--- src/rtl/gemm_sequencer.sv ---
// Command-driven sequencer for one systolic-array GEMM pass (IDLE/WARMUP/STEADY/DRAIN).
// Latches the SRAM read ranges at accept and reports completion/rejection as single-cycle pulses.
module gemm_sequencer #(
  parameter int NUM_ROW              = 4,
  parameter int NUM_COL              = 4,
  parameter int LOG2_SRAM_BANK_DEPTH = 4,
  parameter int CTRL_WIDTH           = 4,
  parameter int WARMUP_CYCLES        = 1,
  parameter int DRAIN_CYCLES         = NUM_ROW + NUM_COL - 1
) (
  input  logic                            clk,
  input  logic                            rst,
  input  logic                            i_cmd_valid,
  output logic                            o_cmd_ready,
  input  logic                            i_cmd_op,
  input  logic [LOG2_SRAM_BANK_DEPTH-1:0] i_cmd_top_start,
  input  logic [LOG2_SRAM_BANK_DEPTH-1:0] i_cmd_top_end,
  input  logic [LOG2_SRAM_BANK_DEPTH-1:0] i_cmd_left_start,
  input  logic [LOG2_SRAM_BANK_DEPTH-1:0] i_cmd_left_end,
  input  logic [LOG2_SRAM_BANK_DEPTH-1:0] i_cmd_down_start,
  input  logic [LOG2_SRAM_BANK_DEPTH-1:0] i_cmd_down_end,
  output logic [CTRL_WIDTH-1:0]           o_ctrl_state,
  output logic [LOG2_SRAM_BANK_DEPTH-1:0] o_top_sram_rd_start_addr,
  output logic [LOG2_SRAM_BANK_DEPTH-1:0] o_top_sram_rd_end_addr,
  output logic [LOG2_SRAM_BANK_DEPTH-1:0] o_left_sram_rd_start_addr,
  output logic [LOG2_SRAM_BANK_DEPTH-1:0] o_left_sram_rd_end_addr,
  output logic [LOG2_SRAM_BANK_DEPTH-1:0] o_down_sram_rd_start_addr,
  output logic [LOG2_SRAM_BANK_DEPTH-1:0] o_down_sram_rd_end_addr,
  output logic                            o_busy,
  output logic                            o_done,
  output logic                            o_err
);

  localparam int AW = LOG2_SRAM_BANK_DEPTH;
  localparam int CW = 16;
  localparam logic [CW-1:0] WARM_LD  = CW'(WARMUP_CYCLES - 1);
  localparam logic [CW-1:0] DRAIN_LD = CW'(DRAIN_CYCLES - 1);

  typedef enum logic [1:0] {
    S_IDLE   = 2'd0,
    S_WARMUP = 2'd1,
    S_STEADY = 2'd2,
    S_DRAIN  = 2'd3
  } state_t;

  state_t        state_q, state_d;
  logic [CW-1:0] cnt_q, cnt_d;
  logic [AW:0]   k_q, k_d;
  logic          done_q, done_d;
  logic          err_q, err_d;
  logic [AW-1:0] top_s_q, top_s_d, top_e_q, top_e_d;
  logic [AW-1:0] left_s_q, left_s_d, left_e_q, left_e_d;
  logic [AW-1:0] down_s_q, down_s_d, down_e_q, down_e_d;

  logic          accept;
  logic          gemm_ok;
  logic [AW-1:0] top_span;
  logic [AW-1:0] left_span;
  logic [AW:0]   k_new;

  assign o_cmd_ready = (state_q == S_IDLE) && !rst;
  assign accept      = i_cmd_valid && o_cmd_ready;
  assign top_span    = i_cmd_top_end - i_cmd_top_start;
  assign left_span   = i_cmd_left_end - i_cmd_left_start;
  assign gemm_ok     = (i_cmd_top_end >= i_cmd_top_start) && (left_span == top_span);
  // Extra bit keeps K = 2^AW representable for a full-depth range.
  assign k_new       = {1'b0, top_span} + {{AW{1'b0}}, 1'b1};

  always_comb begin
    state_d  = state_q;
    cnt_d    = cnt_q;
    k_d      = k_q;
    done_d   = 1'b0;
    err_d    = 1'b0;
    top_s_d  = top_s_q;
    top_e_d  = top_e_q;
    left_s_d = left_s_q;
    left_e_d = left_e_q;
    down_s_d = down_s_q;
    down_e_d = down_e_q;
    case (state_q)
      S_IDLE: begin
        if (accept) begin
          if (i_cmd_op) begin
            down_s_d = i_cmd_down_start;
            down_e_d = i_cmd_down_end;
            cnt_d    = DRAIN_LD;
            state_d  = S_DRAIN;
          end else if (gemm_ok) begin
            top_s_d  = i_cmd_top_start;
            top_e_d  = i_cmd_top_end;
            left_s_d = i_cmd_left_start;
            left_e_d = i_cmd_left_end;
            down_s_d = i_cmd_down_start;
            down_e_d = i_cmd_down_end;
            k_d      = k_new;
            cnt_d    = WARM_LD;
            state_d  = S_WARMUP;
          end else begin
            err_d = 1'b1;
          end
        end
      end
      S_WARMUP: begin
        if (cnt_q == '0) begin
          cnt_d   = CW'(k_q - {{AW{1'b0}}, 1'b1});
          state_d = S_STEADY;
        end else begin
          cnt_d = cnt_q - CW'(1);
        end
      end
      S_STEADY: begin
        if (cnt_q == '0) begin
          cnt_d   = DRAIN_LD;
          state_d = S_DRAIN;
        end else begin
          cnt_d = cnt_q - CW'(1);
        end
      end
      S_DRAIN: begin
        if (cnt_q == '0) begin
          done_d  = 1'b1;
          state_d = S_IDLE;
        end else begin
          cnt_d = cnt_q - CW'(1);
        end
      end
      default: state_d = S_IDLE;
    endcase
  end

  always_ff @(posedge clk or posedge rst) begin
    if (rst) begin
      state_q  <= S_IDLE;
      cnt_q    <= '0;
      k_q      <= '0;
      done_q   <= 1'b0;
      err_q    <= 1'b0;
      top_s_q  <= '0;
      top_e_q  <= '0;
      left_s_q <= '0;
      left_e_q <= '0;
      down_s_q <= '0;
      down_e_q <= '0;
    end else begin
      state_q  <= state_d;
      cnt_q    <= cnt_d;
      k_q      <= k_d;
      done_q   <= done_d;
      err_q    <= err_d;
      top_s_q  <= top_s_d;
      top_e_q  <= top_e_d;
      left_s_q <= left_s_d;
      left_e_q <= left_e_d;
      down_s_q <= down_s_d;
      down_e_q <= down_e_d;
    end
  end

  assign o_ctrl_state              = CTRL_WIDTH'(state_q);
  assign o_busy                    = (state_q != S_IDLE);
  assign o_done                    = done_q;
  assign o_err                     = err_q;
  assign o_top_sram_rd_start_addr  = top_s_q;
  assign o_top_sram_rd_end_addr    = top_e_q;
  assign o_left_sram_rd_start_addr = left_s_q;
  assign o_left_sram_rd_end_addr   = left_e_q;
  assign o_down_sram_rd_start_addr = down_s_q;
  assign o_down_sram_rd_end_addr   = down_e_q;

endmodule

--- config.mk ---
export PLATFORM = sky130hd
export DESIGN_NAME = gemm_sequencer
export DESIGN_NICKNAME = d
export VERILOG_FILES = /design/src/rtl/gemm_sequencer.sv
export SDC_FILE = /design/constraint.sdc
export NUM_CORES = 1
export LEC_CHECK = 0
export CORE_MARGIN = 1
export CORE_UTILIZATION = 50
export CTS_CLUSTER_DIAMETER = 30
export DETAILED_ROUTE_END_ITERATION = 7
export PLACE_DENSITY_LB_ADDON = 0.3
export SLEW_MARGIN = 30
export SYNTH_ARGS = -nofsm -noshare
export SYNTH_HDL_FRONTEND = slang
export SYNTH_SLANG_ARGS = --single-unit
--- constraint.sdc ---
create_clock -name clk -period 5.62 [get_ports clk]
set_input_delay 1.686 -clock clk [delete_from_list [all_inputs] [get_ports clk]]
set_output_delay 1.686 -clock clk [all_outputs]
set_load 0.005 [all_outputs]
==> results of run 1 <==
==> metal layers <==
metal  track usage, %  vias up
li1                 -     1161
met1             29.4     1145
met2             36.7       68
met3             5.52        6
met4             7.96        0
met5                0        -
==> logic make-up after synthesis <==
| family | share of synthesized area [%] |
|---|---|
| AOI/OAI and AO/OA | 15.1 |
| buffers and inverters | 6.36 |
| muxes | 10.3 |
| and+or+nand+nor | 15.2 |
| adders and majority gates | 7.72 |
| other | 0.127 |
| DFF | 41.6 |
| xor gates and xnor gates | 3.56 |
==> path summary, 6_finish.rpt <==
check / slack (ns) / to / cells after the start / start
hold / removal: 0.50 / cnt_q[15] / 2 / cnt_q[15]
setup / recovery: 0.97 / cnt_q[4] / 11 / i_cmd_top_start[0]
max in group asynchronous: 3.37 / k_q[0] / 2 / rst
hold reg to reg: 0.50 / cnt_q[15] / 2 / cnt_q[15]
setup reg to reg: 2.50 / cnt_q[5] / 10 / cnt_q[0]
min in group asynchronous: 1.84 / cnt_q[14] / 2 / rst
==> cell usage in the layout, fill, tap and decap left out, drive strengths merged, types with 4 or more instances in the layout <==
cell | synthesis | final
or3 | 4 | 4
nor3 | 10 | 10
mux2 | 26 | 26
dfrtp | 49 | 49
nor2 | 23 | 23
inv | 25 | 25
o22a | 5 | 5
or4 | 4 | 4
clkbuf | 6 | 5
clkdlybuf4s50 | 0 | 57
nand2 | 18 | 18
ha | 15 | 15
o21ai | 22 | 22
a21oi | 21 | 21
o31ai | 5 | 5
buf | 9 | 4
xnor2 | 10 | 10
==> registers in the layout (all words and copies together), names as in the netlist, 2 cells and up <==
name                       cells
o_down_sram_rd_start_addr      4
o_top_sram_rd_start_addr       4
o_top_sram_rd_end_addr         4
o_left_sram_rd_end_addr        4
state_q                        2
o_down_sram_rd_end_addr        4
cnt_q                         16
k_q                            5
o_left_sram_rd_start_addr      4
==> per-stage QoR <==
stage / std cells / power (mW) / util [%]
floorplan: 300 / 0.415 / -
global placement: 418 / 0.450 / 63.3
detailed placement: 418 / 0.452 / 63.3
CTS: 426 / 0.709 / 65.4
global route: 426 / 0.730 / 65.4
finish: 426 / 0.701 / 65.4
==> worst max-delay path: stages <==
cell             delay, ns
clkdlybuf4s50_1       0.48
ha_1                  0.16
inv_1                 0.05
fa_1                  0.40
xnor2_1               0.40
xnor2_1               0.16
nand4_1               0.25
or3_1                 0.42
o21ba_1               0.19
buf_4                 0.22
o41ai_1               0.38
==> layout make-up <==
type,count,area (µm²)
flip-flops and latches,49,1230
repair buffers,61,601
clock inverters,3,46.3
fillers,461,1940
clock buffers,5,68.8
multi-input cells,211,1540
well taps,72,90.1
inverters,25,96.3
==> power by group through the flow <==
stage	clock [mW]	combinational, mW	sequential, mW
2_1_floorplan	0	0.0511	0.364
3_3_place_gp	0	0.0863	0.364
3_5_place_dp	0	0.0882	0.364
4_1_cts	0.264	0.0892	0.357
5_1_grt	0.275	0.0977	0.357
6_report	0.256	0.0882	0.357
==> results.py, run 1 <==
metrics = {
    "status": {
        "status": "finished, final reports clean",
    },
    "yosys": {
        "synth_edf_count": 0,
        "postSynthCellCount": 299,
        "yosys-top-cells-count": "dfrtp_1, mux2_2, inv_1",
        "syn_area_um2": 2950,
        "synth_top_area_share_pct": 41.6,
        "ys_warn_count": 0,
        "synth_area_leader_cell": "dfrtp_1",
        "synth_flop_cell": "dfrtp_1",
        "synth.area.top_cells": "dfrtp_1, mux2_2, ha_1",
        "yosysUniqueCellTypes": 54,
        "ys_seq_area_share_pct": 41.6,
        "avgSynthCellArea_um2": 9.86,
        "ys_seq_elements": 49,
        "synthArstFlopShare_pct": 100,
        "yosys.cell_count.top_type": "dfrtp_1",
    },
    "die": {
        "dieArea_um2": 6210,
        "fp.coreArea_um2": 5610,
        "start_util_pct": 52.6,
        "row_count": 27,
        "ioPinCount": 60,
        "dieWidth_um": 78.8,
        "fp.dieH_um": 78.8,
    },
    "clock_network": {
        "path_clk_slew_ns": 0.09,
        "clk_path_buf_depth": 2,
        "cts_tree": "built",
        "cts_root_buf": "clkbuf_8",
        "clk_latency_ns": 0.30,
        "cts_setup_buffers": 0,
        "htreeDepth": 2,
        "cts_buffers": 5,
        "hold_buffers": 0,
        "clock_sinks": 49,
        "cts_resized": 0,
    },
    "flow_run": {
        "max_cap_viol_count": 0,
    },
    "sta": {
        "min_period_over_period_pct": 82.7,
        "rsz0062_at_grt": "false",
        "final.min_clock_period_ns": 4.65,
        "holdWs_ns": 0.496,
        "setup_viol": 0,
        "worst_pin_slew_ns": 0.595,
        "clock.fmax_ghz": 0.215,
        "clock_skew_ns": 0.00676,
        "finalMaxSlewViolations": 0,
        "hold_viol": 0,
        "tns_ns": 0,
        "setup_slack_ns": 0.971,
        "slew_headroom_pct": 60.0,
    },
    "global_routing": {
        "grtUsageTotal_pct": 22.6,
        "antenna_found_initial": 0,
        "grt_max_degree": 50,
        "grt_pass1_wl_um": 11000,
        "grt.overflow.total": 0,
        "grt_pass1_vias": 2422,
    },
    "route": {
        "top_layer": "met4",
        "num_vias": 2380,
        "wl_met3_um": 364,
        "ant_nets": 0,
        "firstDrtPassIters": 4,
        "dr_wl_met2_um": 3040,
        "wl_um": 6360,
        "wl_per_cell_um": 14.9,
        "drc": 0,
        "via_per_inst": 5.59,
        "drt-met1-wl_um": 2900,
        "dr.first_iter.drc_count": 183,
    },
    "placement": {
        "placed_area_um2": 3550,
        "place_congestion": 0.833,
        "pre_cts_slack_ns": 0.722,
        "dpl.hpwl_um": 4690,
        "portBuffers": 57,
    },
    "power": {
        "p_seq_share_pct": 50.9,
        "p_leak_nw": 1.57,
        "p_int_mw": 0.534,
        "pwr-share-comb_pct": 12.6,
        "ir_drop_uv": 135,
        "pwr-share-clk_pct": 36.5,
        "switching_power_mw": 0.166,
        "power.density_nw_per_um2": 191,
        "switching_share_pct": 23.7,
    },
    "final_layout": {
        "design_area_um2": 3670,
        "areaGrowthSynthToFinish_pct": 24.4,
        "antenna_cells": 0,
        "drive_gt1_share_pct": 13.0,
        "nets": 398,
    },
    "worst_setup_path": {
        "required_ns": 5.80,
        "endpoint_kind": "flop",
        "cp-start-kind": "input port",
        "criticalPathCategory": "input port to flop",
        "cp_max_fo": 27,
        "arrival_ns": 4.83,
    },
    "hold_path": {
        "min_path_type": "flop to flop",
    },
}
Note: power is estimated with default switching activity, not from simulation.
==> run 2: changes to the inputs <==
Settings changed: CORE_UTILIZATION 50 to 47.
Clock period 5.62 ns to 4 ns, I/O delays scaled along.
==> results.py, run 2 (same netlist as run 1, synthesis figures left out) <==
metrics = {
    "sta": {
        "hold_viol": 0,
        "worst_pin_slew_ns": 0.620,
        "min_period_over_period_pct": 93.7,
        "clock_skew_ns": 0.00496,
        "final.min_clock_period_ns": 3.75,
        "clock.fmax_ghz": 0.267,
        "setup_viol": 0,
        "finalMaxSlewViolations": 0,
        "slew_headroom_pct": 58.7,
        "rsz0062_at_grt": "false",
    },
    "global_routing": {
        "antenna_found_initial": 0,
        "grtUsageTotal_pct": 20.7,
        "grt_max_degree": 50,
        "grt_pass1_wl_um": 10500,
        "grt.overflow.total": 0,
        "grt_pass1_vias": 2299,
    },
    "route": {
        "dr_wl_met2_um": 3170,
        "via_per_inst": 5.52,
        "firstDrtPassIters": 6,
        "wl_um": 6420,
        "dr.first_iter.drc_count": 173,
        "ant_nets": 0,
        "wl_per_cell_um": 14.7,
        "top_layer": "met4",
        "num_vias": 2405,
        "drt-met1-wl_um": 2890,
        "wl_met3_um": 276,
        "drc": 0,
    },
    "clock_network": {
        "path_clk_slew_ns": 0.09,
        "clk_path_buf_depth": 2,
        "cts_resized": 0,
        "cts_root_buf": "clkbuf_8",
        "hold_buffers": 0,
        "cts_buffers": 5,
        "cts_setup_buffers": 0,
        "clock_sinks": 49,
        "htreeDepth": 2,
        "clk_latency_ns": 0.30,
        "cts_tree": "built",
    },
    "worst_setup_path": {
        "slowest_stage": "clkdlybuf4s50_1",
        "endpoint_kind": "flop",
        "reg2reg_to": "cnt_q[6]",
        "rr_startpoint": "cnt_q[0]",
        "r2r_cells": 9,
        "arrival_ns": 3.95,
        "cp-start-kind": "input port",
        "criticalPathCategory": "input port to flop",
        "cp_max_fo": 3,
        "r2r_slack_ns": 0.94,
        "cp_slowest_stage_delay_ns": 0.47,
        "required_ns": 4.20,
        "crit_chain": "clkdlybuf4s50_1 > ha_1 > inv_1 > fa_1 > xnor2_2 > xnor2_1 > nand4_1 > or3_1 > o21ba_1 > or2_4 > o41ai_1",
        "critical_path_buf_inv_count": 2,
        "cpLargestDelayFamily": "simple AND/OR/NAND/NOR gates",
    },
    "final_layout": {
        "nets": 405,
        "largest_registers": "cnt_q x16, k_q x5",
        "drive_gt1_share_pct": 14.7,
        "regMostFlops": "cnt_q",
        "fin_util_pct": 61.7,
        "final_common_cell": "clkdlybuf4s50_1",
        "layout_common_cells": "clkdlybuf4s50_1, dfrtp_1, mux2_2",
        "antenna_cells": 0,
        "largest_reg_flops": 16,
        "areaGrowthSynthToFinish_pct": 25.4,
    },
    "die": {
        "dieArea_um2": 6600,
        "start_util_pct": 49.2,
        "fp.coreArea_um2": 5990,
        "ioPinCount": 60,
        "fp.dieH_um": 81.2,
        "dieWidth_um": 81.2,
        "row_count": 28,
    },
    "power": {
        "p_leak_nw": 1.61,
        "power.density_nw_per_um2": 249,
        "finalPower_mw": 0.920,
        "ir_drop_uv": 159,
    },
    "hold_path": {
        "min_from": "o_down_sram_rd_start_addr[1]",
        "min_path_type": "flop to flop",
        "min_path_cells": 1,
        "hold_end": "o_down_sram_rd_start_addr[1]",
    },
    "status": {
        "status": "finished, final reports clean",
    },
    "placement": {
        "portBuffers": 57,
        "place_congestion": 0.848,
        "dpl.hpwl_um": 4820,
    },
    "flow_run": {
        "max_cap_viol_count": 0,
    },
}
run 2: power by group:
| part | total (mW) | leakage [nW] | switching [mW] | internal [mW] |
|---|---|---|---|---|
| combinational | 0.131 | 0.938 | 0.0602 | 0.0705 |
| sequential | 0.501 | 0.622 | 0.00202 | 0.499 |
| clock | 0.288 | 0.0450 | 0.166 | 0.122 |
| total | 0.920 | 1.61 | 0.229 | 0.691 |
run 2: through the flow:
stage / instance area [µm²] / instances / TNS [ns] / hold slack, ns / setup slack (ns)
2_1_floorplan: 2950 / 300 / 0 / 0.443 / 0.210
6_report: 3700 / 436 / 0 / 0.512 / 0.251
5_1_grt: 3700 / 436 / 0 / 0.535 / 0.0511
3_3_place_gp: 3610 / 428 / -0.0506 / 0.467 / -0.0454
3_5_place_dp: 3610 / 428 / -1.19 / 0.495 / -0.119
4_1_cts: 3690 / 436 / 0 / 0.515 / 0.194
run 2: final cells by class:
class	instances	area (µm²)
Fill cell	520	2290
Tap cell	75	93.8
Clock buffer	6	72.6
Multi-Input combinational cell	211	1550
Timing Repair Buffer	68	653
Clock inverter	2	10.0
Inverter	25	96.3
Sequential cell	49	1230
run 2: worst max path at each step:
stage | from | end | cells after the start
6_report | i_cmd_top_start[0] | cnt_q[10] | 11
5_1_grt | i_cmd_top_end[0] | cnt_q[4] | 12
4_1_cts | i_cmd_top_start[0] | cnt_q[10] | 11
3_5_place_dp | i_cmd_top_start[0] | cnt_q[10] | 11
3_3_place_gp | i_cmd_top_start[0] | cnt_q[10] | 11
2_1_floorplan | i_cmd_top_end[0] | state_q[1] | 12
run 2: metal layers:
layer	global-route usage [%]	up-vias
met3	4.83	7
met2	35.6	46
met1	25.7	1176
li1	-	1176
met4	6.07	0
met5	0	-
run 2: worst register-to-register path: cells and delay by family, from the launching register on:
kind	cells	cell delay, ns
compound gates	3	0.61
flops	1	0.45
buf+inv	2	0.19
simple gates	3	1.46
fa+ha+maj	1	0.23
==> run 3: changes to the inputs <==
Settings changed: CORE_MARGIN 1 to 2, PLACE_DENSITY set to 0.77, PLACE_DENSITY_LB_ADDON 0.3 to not set.
==> results.py, run 3 (same netlist as run 1, synthesis figures left out) <==
metrics = {
    "clock_network": {
        "path_clk_slew_ns": 0.10,
        "htreeDepth": 2,
        "cts_root_buf": "clkbuf_8",
        "cts_buffers": 5,
        "clk_path_buf_depth": 2,
        "cts_tree": "built",
        "clock_sinks": 49,
        "clk_latency_ns": 0.31,
        "cts_setup_buffers": 0,
    },
    "sta": {
        "hold_viol": 0,
        "clock.fmax_ghz": 0.263,
        "worst_pin_slew_ns": 0.608,
        "clock_skew_ns": 0.00982,
        "min_period_over_period_pct": 95.2,
        "finalMaxSlewViolations": 0,
        "setup_viol": 0,
        "holdWs_ns": 0.513,
        "final.min_clock_period_ns": 3.81,
        "rsz0062_at_grt": "false",
        "slew_headroom_pct": 59.5,
    },
    "final_layout": {
        "drive_gt1_share_pct": 15.0,
        "final_common_cell": "clkdlybuf4s50_1",
        "regMostFlops": "cnt_q",
        "multi_input_area_um2": 1550,
        "largest_reg_flops": 16,
        "areaGrowthSynthToFinish_pct": 26.9,
        "antenna_cells": 0,
        "layout_common_cells": "clkdlybuf4s50_1, dfrtp_1, mux2_2",
        "largest_registers": "cnt_q x16, k_q x5",
        "fillers": 496,
        "fin_util_pct": 62.4,
        "nets": 405,
        "seq_area_um2": 1230,
    },
    "hold_path": {
        "min_path_cells": 1,
        "min_path_type": "flop to flop",
        "min_from": "o_top_sram_rd_start_addr[2]",
        "hold_end": "o_top_sram_rd_start_addr[2]",
    },
    "status": {
        "status": "finished, final reports clean",
    },
    "route": {
        "drc": 0,
        "firstDrtPassIters": 5,
        "wl_um": 6500,
        "num_vias": 2429,
        "drt-met1-wl_um": 2720,
        "wl_met3_um": 294,
        "dr.first_iter.drc_count": 154,
        "via_per_inst": 5.57,
        "dr_wl_met2_um": 3340,
        "ant_nets": 0,
        "wl_per_cell_um": 14.9,
        "top_layer": "met4",
    },
    "power": {
        "pwr-share-clk_pct": 36.8,
        "ir_drop_uv": 189,
        "p_int_mw": 0.757,
        "pwr-share-comb_pct": 13.1,
        "power.density_nw_per_um2": 267,
        "switching_power_mw": 0.242,
        "p_leak_nw": 1.61,
        "p_seq_share_pct": 50.1,
        "switching_share_pct": 24.2,
    },
    "worst_setup_path": {
        "cp_max_fo": 4,
        "rr_startpoint": "cnt_q[0]",
        "reg2reg_to": "cnt_q[8]",
        "criticalPathCategory": "input port to flop",
        "arrival_ns": 4.02,
        "required_ns": 4.21,
        "r2r_slack_ns": 0.92,
        "r2r_cells": 9,
        "cp-start-kind": "input port",
        "endpoint_kind": "flop",
    },
    "die": {
        "fp.dieH_um": 83.2,
        "dieArea_um2": 6920,
        "row_count": 28,
        "dieWidth_um": 83.2,
        "ioPinCount": 60,
        "start_util_pct": 49.2,
        "fp.coreArea_um2": 5990,
    },
    "global_routing": {
        "grt.overflow.total": 0,
        "grt_pass1_vias": 2528,
        "grt_max_degree": 50,
        "grtUsageTotal_pct": 19.1,
        "grt_pass1_wl_um": 11000,
        "antenna_found_initial": 0,
    },
    "placement": {
        "place_congestion": 0.830,
        "portBuffers": 57,
        "dpl.hpwl_um": 4810,
    },
    "flow_run": {
        "max_cap_viol_count": 0,
    },
}
run 3: cell type report:
cell class	count	area share (%)
Multi-Input combinational cell	211	41.3
Sequential cell	49	32.8
Timing Repair Buffer	68	17.8
Inverter	25	2.58
Tap cell	75	2.51
Clock buffer	5	1.84
Clock inverter	3	1.17
run 3: metrics by stage:
| stage | setup WS (ns) | setup TNS, ns | std cells | cell area (µm²) | total power [mW] |
|---|---|---|---|---|---|
| finish | 0.193 | 0 | 436 | 3740 | 0.999 |
| global placement | -0.0466 | -0.0504 | 428 | 3620 | 0.638 |
| global route | 0.0439 | 0 | 436 | 3740 | 1.04 |
| detailed placement | -0.161 | -1.24 | 428 | 3620 | 0.642 |
| CTS | 0.170 | 0 | 436 | 3730 | 1.01 |
| floorplan | 0.210 | 0 | 300 | 2950 | 0.583 |
run 3: worst max-delay path, stage by stage:
cell             delay [ns]
clkdlybuf4s50_1        0.48
ha_1                   0.16
inv_1                  0.05
fa_1                   0.40
xnor2_1                0.26
xnor2_1                0.15
nand4_1                0.18
or3_1                  0.38
o21ba_1                0.20
or2_4                  0.25
o41ai_1                0.31
run 3: power by group through the flow:
stage                     Clock [mW]  Combinational, mW  Sequential [mW]
after floorplan                    0             0.0718            0.511
after global placement             0              0.128            0.511
after detailed placement           0              0.132            0.511
after CTS                      0.374              0.132            0.501
after global routing           0.392              0.145            0.502
final                          0.368              0.131            0.501
run 3: worst max path at each step:
stage / slack, ns / endpoint / start / cells after the start
2_1_floorplan: 0.21 / state_q[1] / i_cmd_top_end[0] / 12
3_3_place_gp: -0.05 / cnt_q[10] / i_cmd_top_start[0] / 11
4_1_cts: 0.17 / cnt_q[15] / i_cmd_top_start[0] / 11
3_5_place_dp: -0.16 / cnt_q[15] / i_cmd_top_start[0] / 11
5_1_grt: 0.04 / cnt_q[10] / i_cmd_top_start[0] / 11
6_report: 0.19 / cnt_q[10] / i_cmd_top_start[0] / 11
run 3: what timing repair did:
item / in CTS / in global routing
hold buffers: 0 / 0
setup endpoints to repair: 0 / 1
hold endpoints to repair: 0 / 0
gates resized for setup: 0 / 1
run 3: layer usage:
metal  GRT usage, %  up-vias
met4           7.75        0
met2           34.1       66
li1               -     1177
met5              0        -
met1           22.5     1173
met3           3.78       13
